**config.mk**
```make
export PLATFORM = sky130hd
export DESIGN_NAME = fetch_sequencer_flat
export DESIGN_NICKNAME = d
export VERILOG_FILES = /design/src/rtl/fetch_if.sv /design/src/rtl/fetch_sequencer.sv /design/src/flat_wrapper.sv
export SDC_FILE = /design/constraint.sdc
export NUM_CORES = 1
export LEC_CHECK = 0
export CAP_MARGIN = 20
export CORE_AREA = 2 2 131 133
export DETAILED_ROUTE_END_ITERATION = 7
export DIE_AREA = 0 0 133 135
export SYNTH_ARGS = -nofsm -noshare
export SYNTH_HDL_FRONTEND = slang
export SYNTH_SLANG_ARGS = --single-unit
```
**constraint.sdc**
```tcl
create_clock -name clk -period 1.83 [get_ports clk]
set_input_delay 0.366 -clock clk [delete_from_list [all_inputs] [get_ports clk]]
set_output_delay 0.366 -clock clk [all_outputs]
set_load 0.03 [all_outputs]
```
**src/rtl/fetch_if.sv**
```systemverilog
// Fetch-control bundle between the fetch sequencer and the branch/hazard/imem/PC side.
// master: the sequencer; slave: the surrounding pipeline logic.
interface fetch_if #(
  parameter int unsigned CNT_W = 16
);
  logic             branch_taken;
  logic [31:0]      branch_target;
  logic             hazard_stall;
  logic             imem_ready;
  logic             imem_req;
  logic             PCWrite;
  logic             PCSrc;
  logic [31:0]      Branch_Address;
  logic             flush;
  logic             freeze;
  logic [CNT_W-1:0] fetch_count;
  logic [CNT_W-1:0] stall_count;
  logic             fetch_err;

  modport master (
    input  branch_taken, branch_target, hazard_stall, imem_ready,
    output imem_req, PCWrite, PCSrc, Branch_Address, flush, freeze,
           fetch_count, stall_count, fetch_err
  );

  modport slave (
    output branch_taken, branch_target, hazard_stall, imem_ready,
    input  imem_req, PCWrite, PCSrc, Branch_Address, flush, freeze,
           fetch_count, stall_count, fetch_err
  );
endinterface

```
**src/rtl/fetch_sequencer.sv**
```systemverilog
// Fetch-stage sequencer: arbitrates branch redirects, load-use stalls and imem wait states,
// and keeps saturating fetch/stall counters plus a sticky memory-timeout flag.
module fetch_sequencer #(
  parameter int unsigned RESET_HOLD_CYCLES = 2,
  parameter int unsigned CNT_W             = 16,
  parameter int unsigned TIMEOUT           = 64
) (
  input logic      clk,
  input logic      rst,
  fetch_if.master  bus
);

  localparam int unsigned WAIT_W = (TIMEOUT < 2) ? 1 : $clog2(TIMEOUT + 1);
  localparam logic [WAIT_W-1:0] TIMEOUT_W = WAIT_W'(TIMEOUT);
  localparam logic [CNT_W-1:0]  CNT_MAX   = {CNT_W{1'b1}};

  typedef enum logic [1:0] {StHold, StFetch, StRedirPend} state_e;

  state_e            r_state, w_state_d;
  logic [3:0]        r_hold;
  logic [31:0]       r_target, w_target_d;
  logic [WAIT_W-1:0] r_wait, w_wait_d;
  logic [CNT_W-1:0]  r_fetch_cnt, r_stall_cnt;
  logic              r_err;

  logic        w_req, w_pcwrite, w_pcsrc, w_flush, w_freeze;
  logic [31:0] w_baddr;

  // State register
  always_ff @(posedge clk or negedge rst) begin
    if (!rst) begin
      r_state <= StHold;
    end else begin
      r_state <= w_state_d;
    end
  end

  // Next-state logic
  always_comb begin
    w_state_d = r_state;
    unique case (r_state)
      StHold:      if (r_hold <= 4'd1) w_state_d = StFetch;
      StFetch:     if (!bus.imem_ready && bus.branch_taken) w_state_d = StRedirPend;
      StRedirPend: if (bus.imem_ready) w_state_d = StFetch;
      default:     w_state_d = StHold;
    endcase
  end

  // Output logic
  always_comb begin
    w_req     = 1'b0;
    w_pcwrite = 1'b0;
    w_pcsrc   = 1'b0;
    w_baddr   = 32'd0;
    w_flush   = 1'b0;
    w_freeze  = 1'b0;
    unique case (r_state)
      StHold: w_flush = 1'b1;
      StFetch: begin
        w_req = 1'b1;
        if (bus.branch_taken) begin
          w_flush = 1'b1;
          if (bus.imem_ready) begin
            w_pcwrite = 1'b1;
            w_pcsrc   = 1'b1;
            w_baddr   = bus.branch_target;
          end
        end else if (bus.hazard_stall) begin
          w_freeze = 1'b1;
        end else if (bus.imem_ready) begin
          w_pcwrite = 1'b1;
        end else begin
          w_flush = 1'b1;
        end
      end
      StRedirPend: begin
        // Outstanding access completes here; its data is squashed by flush.
        w_req   = 1'b1;
        w_flush = 1'b1;
        w_baddr = (bus.branch_taken && bus.imem_ready) ? bus.branch_target : r_target;
        if (bus.imem_ready) begin
          w_pcwrite = 1'b1;
          w_pcsrc   = 1'b1;
        end
      end
      default: w_flush = 1'b1;
    endcase
  end

  always_comb begin
    w_target_d = r_target;
    if (bus.branch_taken &&
        ((r_state == StFetch && !bus.imem_ready) || r_state == StRedirPend)) begin
      w_target_d = bus.branch_target;
    end
  end

  always_comb begin
    w_wait_d = r_wait;
    if (bus.imem_ready) begin
      w_wait_d = '0;
    end else if (w_req && r_wait != TIMEOUT_W) begin
      w_wait_d = r_wait + 1'b1;
    end
  end

  always_ff @(posedge clk or negedge rst) begin
    if (!rst) begin
      r_hold      <= 4'(RESET_HOLD_CYCLES);
      r_target    <= 32'd0;
      r_wait      <= '0;
      r_fetch_cnt <= '0;
      r_stall_cnt <= '0;
      r_err       <= 1'b0;
    end else begin
      if (r_state == StHold && r_hold != 4'd0) r_hold <= r_hold - 4'd1;
      r_target <= w_target_d;
      r_wait   <= w_wait_d;
      if (w_pcwrite && r_fetch_cnt != CNT_MAX) r_fetch_cnt <= r_fetch_cnt + 1'b1;
      if (r_state == StFetch && !w_pcwrite && r_stall_cnt != CNT_MAX) begin
        r_stall_cnt <= r_stall_cnt + 1'b1;
      end
      if (TIMEOUT != 0 && w_wait_d == TIMEOUT_W) r_err <= 1'b1;
    end
  end

  assign bus.imem_req       = w_req;
  assign bus.PCWrite        = w_pcwrite;
  assign bus.PCSrc          = w_pcsrc;
  assign bus.Branch_Address = w_baddr;
  assign bus.flush          = w_flush;
  assign bus.freeze         = w_freeze;
  assign bus.fetch_count    = r_fetch_cnt;
  assign bus.stall_count    = r_stall_cnt;
  assign bus.fetch_err      = r_err;

endmodule

```
**src/flat_wrapper.sv**
```systemverilog
// flat-port wrapper written by rule: the top's interface ports become plain ports
module fetch_sequencer_flat 
#(
  parameter int unsigned RESET_HOLD_CYCLES = 2,
  parameter int unsigned CNT_W             = 16,
  parameter int unsigned TIMEOUT           = 64
)
  (clk, rst, bus_branch_taken, bus_branch_target, bus_hazard_stall, bus_imem_ready, bus_imem_req, bus_PCWrite, bus_PCSrc, bus_Branch_Address, bus_flush, bus_freeze, bus_fetch_count, bus_stall_count, bus_fetch_err);
  fetch_if #(.CNT_W(CNT_W)) bus_i ();
  input logic clk;
  input logic rst;
  input wire logic [$bits(bus_i.branch_taken)-1:0] bus_branch_taken;
  input wire logic [$bits(bus_i.branch_target)-1:0] bus_branch_target;
  input wire logic [$bits(bus_i.hazard_stall)-1:0] bus_hazard_stall;
  input wire logic [$bits(bus_i.imem_ready)-1:0] bus_imem_ready;
  output wire logic [$bits(bus_i.imem_req)-1:0] bus_imem_req;
  output wire logic [$bits(bus_i.PCWrite)-1:0] bus_PCWrite;
  output wire logic [$bits(bus_i.PCSrc)-1:0] bus_PCSrc;
  output wire logic [$bits(bus_i.Branch_Address)-1:0] bus_Branch_Address;
  output wire logic [$bits(bus_i.flush)-1:0] bus_flush;
  output wire logic [$bits(bus_i.freeze)-1:0] bus_freeze;
  output wire logic [$bits(bus_i.fetch_count)-1:0] bus_fetch_count;
  output wire logic [$bits(bus_i.stall_count)-1:0] bus_stall_count;
  output wire logic [$bits(bus_i.fetch_err)-1:0] bus_fetch_err;
  assign bus_i.branch_taken = bus_branch_taken;
  assign bus_i.branch_target = bus_branch_target;
  assign bus_i.hazard_stall = bus_hazard_stall;
  assign bus_i.imem_ready = bus_imem_ready;
  assign bus_imem_req = bus_i.imem_req;
  assign bus_PCWrite = bus_i.PCWrite;
  assign bus_PCSrc = bus_i.PCSrc;
  assign bus_Branch_Address = bus_i.Branch_Address;
  assign bus_flush = bus_i.flush;
  assign bus_freeze = bus_i.freeze;
  assign bus_fetch_count = bus_i.fetch_count;
  assign bus_stall_count = bus_i.stall_count;
  assign bus_fetch_err = bus_i.fetch_err;
  fetch_sequencer #(.RESET_HOLD_CYCLES(RESET_HOLD_CYCLES), .CNT_W(CNT_W), .TIMEOUT(TIMEOUT)) u_core (.clk(clk), .rst(rst), .bus(bus_i));
endmodule
```
Yosys cells after proc, flatten, opt, wreduce, memory -nomap -nowiden:

Index checks and enable logic that the tools add are counted.

* input bits: 37
* output and inout port bits: 70
* logic and storage cells: 61
* register bits: 78

* $lt $le $gt $ge: 1
* mux-type cells: 24
* equal/unequal tests: 9
* reductions and logical operators: 16
* add/sub/neg operators: 4

Operators with widths (count)
* $mux W32: 3
* $pmux W32 S2: 1
* $add A16 B1 Y16 const B: 2
* $ne A16 B16 Y1 const B: 2
* $mux W7: 2
* $mux W1: 12
* $logic_and A1 B1 Y1: 9
* $add A7 B1 Y7 const B: 1
* $eq A7 B7 Y1 const B: 1
* $ne A7 B7 Y1 const B: 1
* $mux W2: 3
* $pmux W2 S3: 1
* $le A4 B1 Y1 const B: 1
* $ne A2 B1 Y1 const B: 2
* $pmux W1 S2: 2
* $reduce_bool A4 Y1: 1
* $sub A4 B1 Y4 const B: 1
* $reduce_and A3 Y1: 1
* $eq A2 B1 Y1 const B: 1
* $eq A2 B2 Y1 const B: 1
* $logic_not A1 Y1: 2
* $logic_not A2 Y1: 1
* $ne A2 B2 Y1 const B: 1
* $reduce_or A2 Y1: 1
* $logic_or A1 B1 Y1: 1

Depth between registers and ports, before layout:

* depth in word-level cells: 7
* gate-level depth with buffers: 7

Least setup slack after synthesis:

OpenSTA, ideal clock, no wires.

* path kind: flip-flop to flip-flop
* from: register u_core.r_state[1]
* to: register u_core.r_fetch_cnt[1] (netlist: u_core.bus.fetch_count[1])
* arrival: 2.238 ns
* period minus slack after synthesis: 2.362 ns
* path buffers: 0
* cell stages (with the launch flop): 7
* setup slack: -0.532 ns
* setup time: 0.125 ns
* cells stage by stage: dfrtp_1 -> inv_1 -> ha_1 -> nand2_1 -> nor2_1 -> nand2_2 -> mux2_2

* word-level cells in the longest chain between the ends: 3
* elaborated cells on any way between the ends: 4

RTL lines
* start: declaration: RTL line fetch_sequencer.sv:19 `state_e r_state, w_state_d;`
* start signal: assignment: RTL line fetch_sequencer.sv:32 `r_state <= StHold;`
* start signal: assignment: RTL line fetch_sequencer.sv:34 `r_state <= w_state_d;`
* $eq A2 B2 Y1 / $eq A2 B1 Y1 (equally long branches): RTL line fetch_sequencer.sv:57 `unique case (r_state)`
* $pmux W1 S2 (*): RTL line fetch_sequencer.sv:57
* via bus_PCWrite: RTL line flat_wrapper.sv:17 `output wire logic [$bits(bus_i.PCWrite)-1:0] bus_PCWrite;`
* $logic_and A1 B1 Y1 (*): RTL line fetch_sequencer.sv:119 `if (w_pcwrite && r_fetch_cnt != CNT_MAX) r_fetch_cnt <= r_fetch_cnt + 1'b1;`
* end signal: assignment: RTL line fetch_sequencer.sv:119
* end: declaration: RTL line fetch_sequencer.sv:23 `logic [CNT_W-1:0] r_fetch_cnt, r_stall_cnt;`

Mark *: on every way through the listed nets, which the timed path passes. The rest lies on a longest branch.
A chain may end at the register's enable or synchronous reset.

Final worst setup path:

* from: register u_core.r_state[1]
* to: output bus_Branch_Address[8]

* word-level cells in the longest chain between the ends: 2
* elaborated cells on any way between the ends: 3

RTL lines
* $eq A2 B2 Y1 / $eq A2 B1 Y1 (equally long branches): RTL line fetch_sequencer.sv:57
* $pmux W32 S2 (*): RTL line fetch_sequencer.sv:57
* end: declaration: RTL line flat_wrapper.sv:19 `output wire logic [$bits(bus_i.Branch_Address)-1:0] bus_Branch_Address;`

Every way passes the cells marked *; elsewhere a longest branch is shown, timed or not.

==> qor.yml <==
status:
  outcome: "finished with violations"
  violations: "setup timing"
power_and_ir_drop:
  clockPowerShare_pct: 19.8
  netSwitchingFraction_pct: 37.9
  peakVddDrop_uv: 654
  p_leak_uw: 0.00320
  power_density_nw_per_um2: 1410
  p_int_uw: 6150
  pwr-share-comb_pct: 53.5
  share_seq_of_total_power_pct: 26.7
  switching_power_uw: 3750
critical_path:
  worst_setup_path_start_kind: "flip-flop"
  crit_buf_inv: 5
  critPathSlowestCell: "dfrtp_1"
  arrival_ns: 1.85
  critPathRequiredTime_ns: 1.46
  end_kind: "output port"
  critPathMaxFanout: 9
  critPathTopFamily: "buffers and inverters"
  setup.worst_path.class: "flip-flop to output port"
  worstPathCellList: "inv_2, ha_4, buf_6, o21ai_4, buf_12, buf_12, a21oi_4, buf_6"
  slowest_delay_ns: 0.43
cells_and_area:
  drive_above_1_share_pct: 40.6
  nFillCells: 1527
  fin_nets: 620
  area_delta_synth_final_pct: 74.0
  fin_area_um2: 7020
floorplan:
  initial_utilization_pct: 24.6
  die_area_um2: 18000
  ios: 107
  coreArea_um2: 16400
  die_h_um: 135
  rows: 47
  die_w_um: 133
logic_synthesis:
  synth-xor-area-share_pct: 6.94
  netlist_area_um2: 4040
  synth_top_area_cell: "dfrtp_1"
  synth-async-reset-ratio_pct: 100
  yosysWarnings: 0
  ys_types: 46
  synth_edf_count: 0
  synthMuxAreaShare_pct: 10.2
  synth.most_common_cell: "nand2_1"
  synth_top_family_by_area: "simple AND/OR/NAND/NOR gates"
  ys_seq_area_share_pct: 48.4
  synth.top_cell.area_share_pct: 47.7
  syn-num-nets: 456
  synth-simple-area-share_pct: 19.5
  synthAdderAreaFrac_pct: 3.41
  synth-seq-cells: 78
  synth.avg_cell_area_um2: 9.89
  synthFlopType: "dfrtp_1"
  synth_cells: 408
  synth_compound_area_share_pct: 9.14
  yosys-top-cells-area: "dfrtp_1 48%, mux2_2 9.5%, nand2_1 7.8%, xnor2_1 5.6%, a21oi_1 5.1%"
  ys_top_cells_by_count: "84 x nand2_1, 77 x dfrtp_1, 41 x a21oi_1"
timing:
  setup_viol: 59
  fin_skew_ns: 0.00537
  drv_slew: 0
  fin_ws_ns: -0.389
  max_freq_ghz: 0.451
  tightest_slew_ns: 0.472
  rsz0062_at_grt: "yes"
  final_hold_viol_count: 0
  fin_crit_sh_pct: 121
  tns_ns: -13.78
  max_slew_margin_pct: 68.6
  min_period_ns: 2.22
routing:
  drt_first_iter_violations: 79
  ant_nets: 0
  avgViaCountPerCell: 4.63
  routed_wl_um: 12500
  drc_errors: 0
  wl_per_cell_um: 15.6
  vias: 3695
  firstDrtPassIters: 6
global_route:
  grt_util_all_layers_pct: 13.1
  grt_pass1_wl_um: 18700
  antenna_found_initial: 1
  overflow: 0
  grt_pass1_vias: 3678
  grt_max_degree: 37
clock_network:
  cts_buffers: 9
  tritoncts: "yes"
  clk_pin_slew_ns: 0.06
  htree_num_levels: 3
  clock_sinks: 78
  ctsLongestPathBuffers: 2
  cts_root_buffer: "clkbuf_16"
  clock_latency_ns: 0.34
placed_design:
  io_buffers: 106
  hpwl_um: 8220
  placed_area_um2: 6030
  gp_congestion: 0.785
min_path:
  min-delay-path-class: "flip-flop to flip-flop"
job:
  maxCapViolCount: 0
-- layout by cell type, fill, tap and decap left out, types with 4 or more instances in the layout --
cell              n
nor3_2            4
nand2_1          81
nor2_4            5
inv_1             5
xor2_1            6
buf_4            52
a21oi_4          32
ha_1              8
buf_6            35
clkdlybuf4s50_1  36
buf_12           10
dfrtp_1          75
nand4_1          16
nor2_2            4
mux2_4           32
a31oi_1           4
a21oi_1           7
nand3_1           7
dlymetal6s2s_1    7
clkbuf_16        11
xnor2_1          25
nor2_1           12
o21ai_0           5
dlygate4sd2_1    25
-- flip-flops by register name (all words and copies together), names as in the netlist --
register,flops
u_core.bus.fetch_count,16
u_core.bus.fetch_err,1
u_core.bus.stall_count,16
u_core.r_hold,4
u_core.r_state,2
u_core.r_target,32
u_core.r_wait,7
-- routing by layer --
layer | track usage, % | up-vias | routed length (um)
li1 | - | 1740 | -
met1 | 16.3 | 1843 | 5510
met2 | 21.8 | 95 | 6120
met3 | 3.27 | 17 | 628
met4 | 5.26 | 0 | 210
met5 | 0 | - | 0
-- logic make-up after synthesis --
logic type / Yosys count
xor+xnor: 32
fa+ha+maj: 11
simple gates: 161
flops: 78
buf+inv: 23
mux: 37
compound gates: 66
-- power groups by stage --
stage | combinational (uW) | sequential (uW) | clock (uW)
floorplan | 2510 | 2770 | 0
global placement | 4190 | 2590 | 0
detailed placement | 4290 | 2620 | 0
CTS | 4540 | 2600 | 2040
global route | 5620 | 2700 | 2110
finish | 5300 | 2640 | 1970
-- metrics by stage --
| step | util, % | power, uW | hold WS, ns | setup WS, ns | cells |
|---|---|---|---|---|---|
| final | 42.8 | 9910 | 0.454 | -0.389 | 798 |
| after global routing | 42.8 | 10400 | 0.496 | -0.452 | 798 |
| after CTS | 40.0 | 9180 | 0.461 | -0.397 | 784 |
| after detailed placement | 36.8 | 6910 | 0.363 | -0.590 | 762 |
| after global placement | 36.8 | 6780 | 0.358 | -0.571 | 762 |
| after floorplan | - | 5280 | 0.0704 | -0.0304 | 408 |
-- area by class of cell --
type                       count  area (um^2)  area share (%)
tap                          220          275            3.92
multi-input combinational    307         2720            38.8
sequential                    78         1960            27.8
antenna                        1         2.50          0.0356
clock inverter                 5         81.3            1.16
clock buffer                  11          243            3.46
inverter                       8         32.5           0.463
timing repair buffer         168         1710            24.4
-- final timing paths --
path / from / endpoint / slack [ns] / cells after the start
max: u_core.r_state[1] / bus_Branch_Address[8] / -0.39 / 8
min: u_core.bus.fetch_err / u_core.bus.fetch_err / 0.45 / 1
max reg2reg: u_core.r_state[1] / u_core.bus.stall_count[1] / -0.15 / 9
min reg2reg: u_core.bus.fetch_err / u_core.bus.fetch_err / 0.45 / 1
max in group asynchronous: rst / u_core.r_target[6] / 0.76 / 3
min in group asynchronous: rst / u_core.bus.fetch_count[6] / 0.52 / 2
-- timing repair --
action | 4_1_cts | 5_1_grt
hold endpoints to repair | 31 | 0
setup buffers | 5 | 10
setup endpoints to repair | 75 | 94
cloned | 0 | 3
resized for setup | 83 | 74
hold buffers | 1 | 0
pin swaps | 11 | 31
Note: power is estimated with default switching activity, not from simulation.
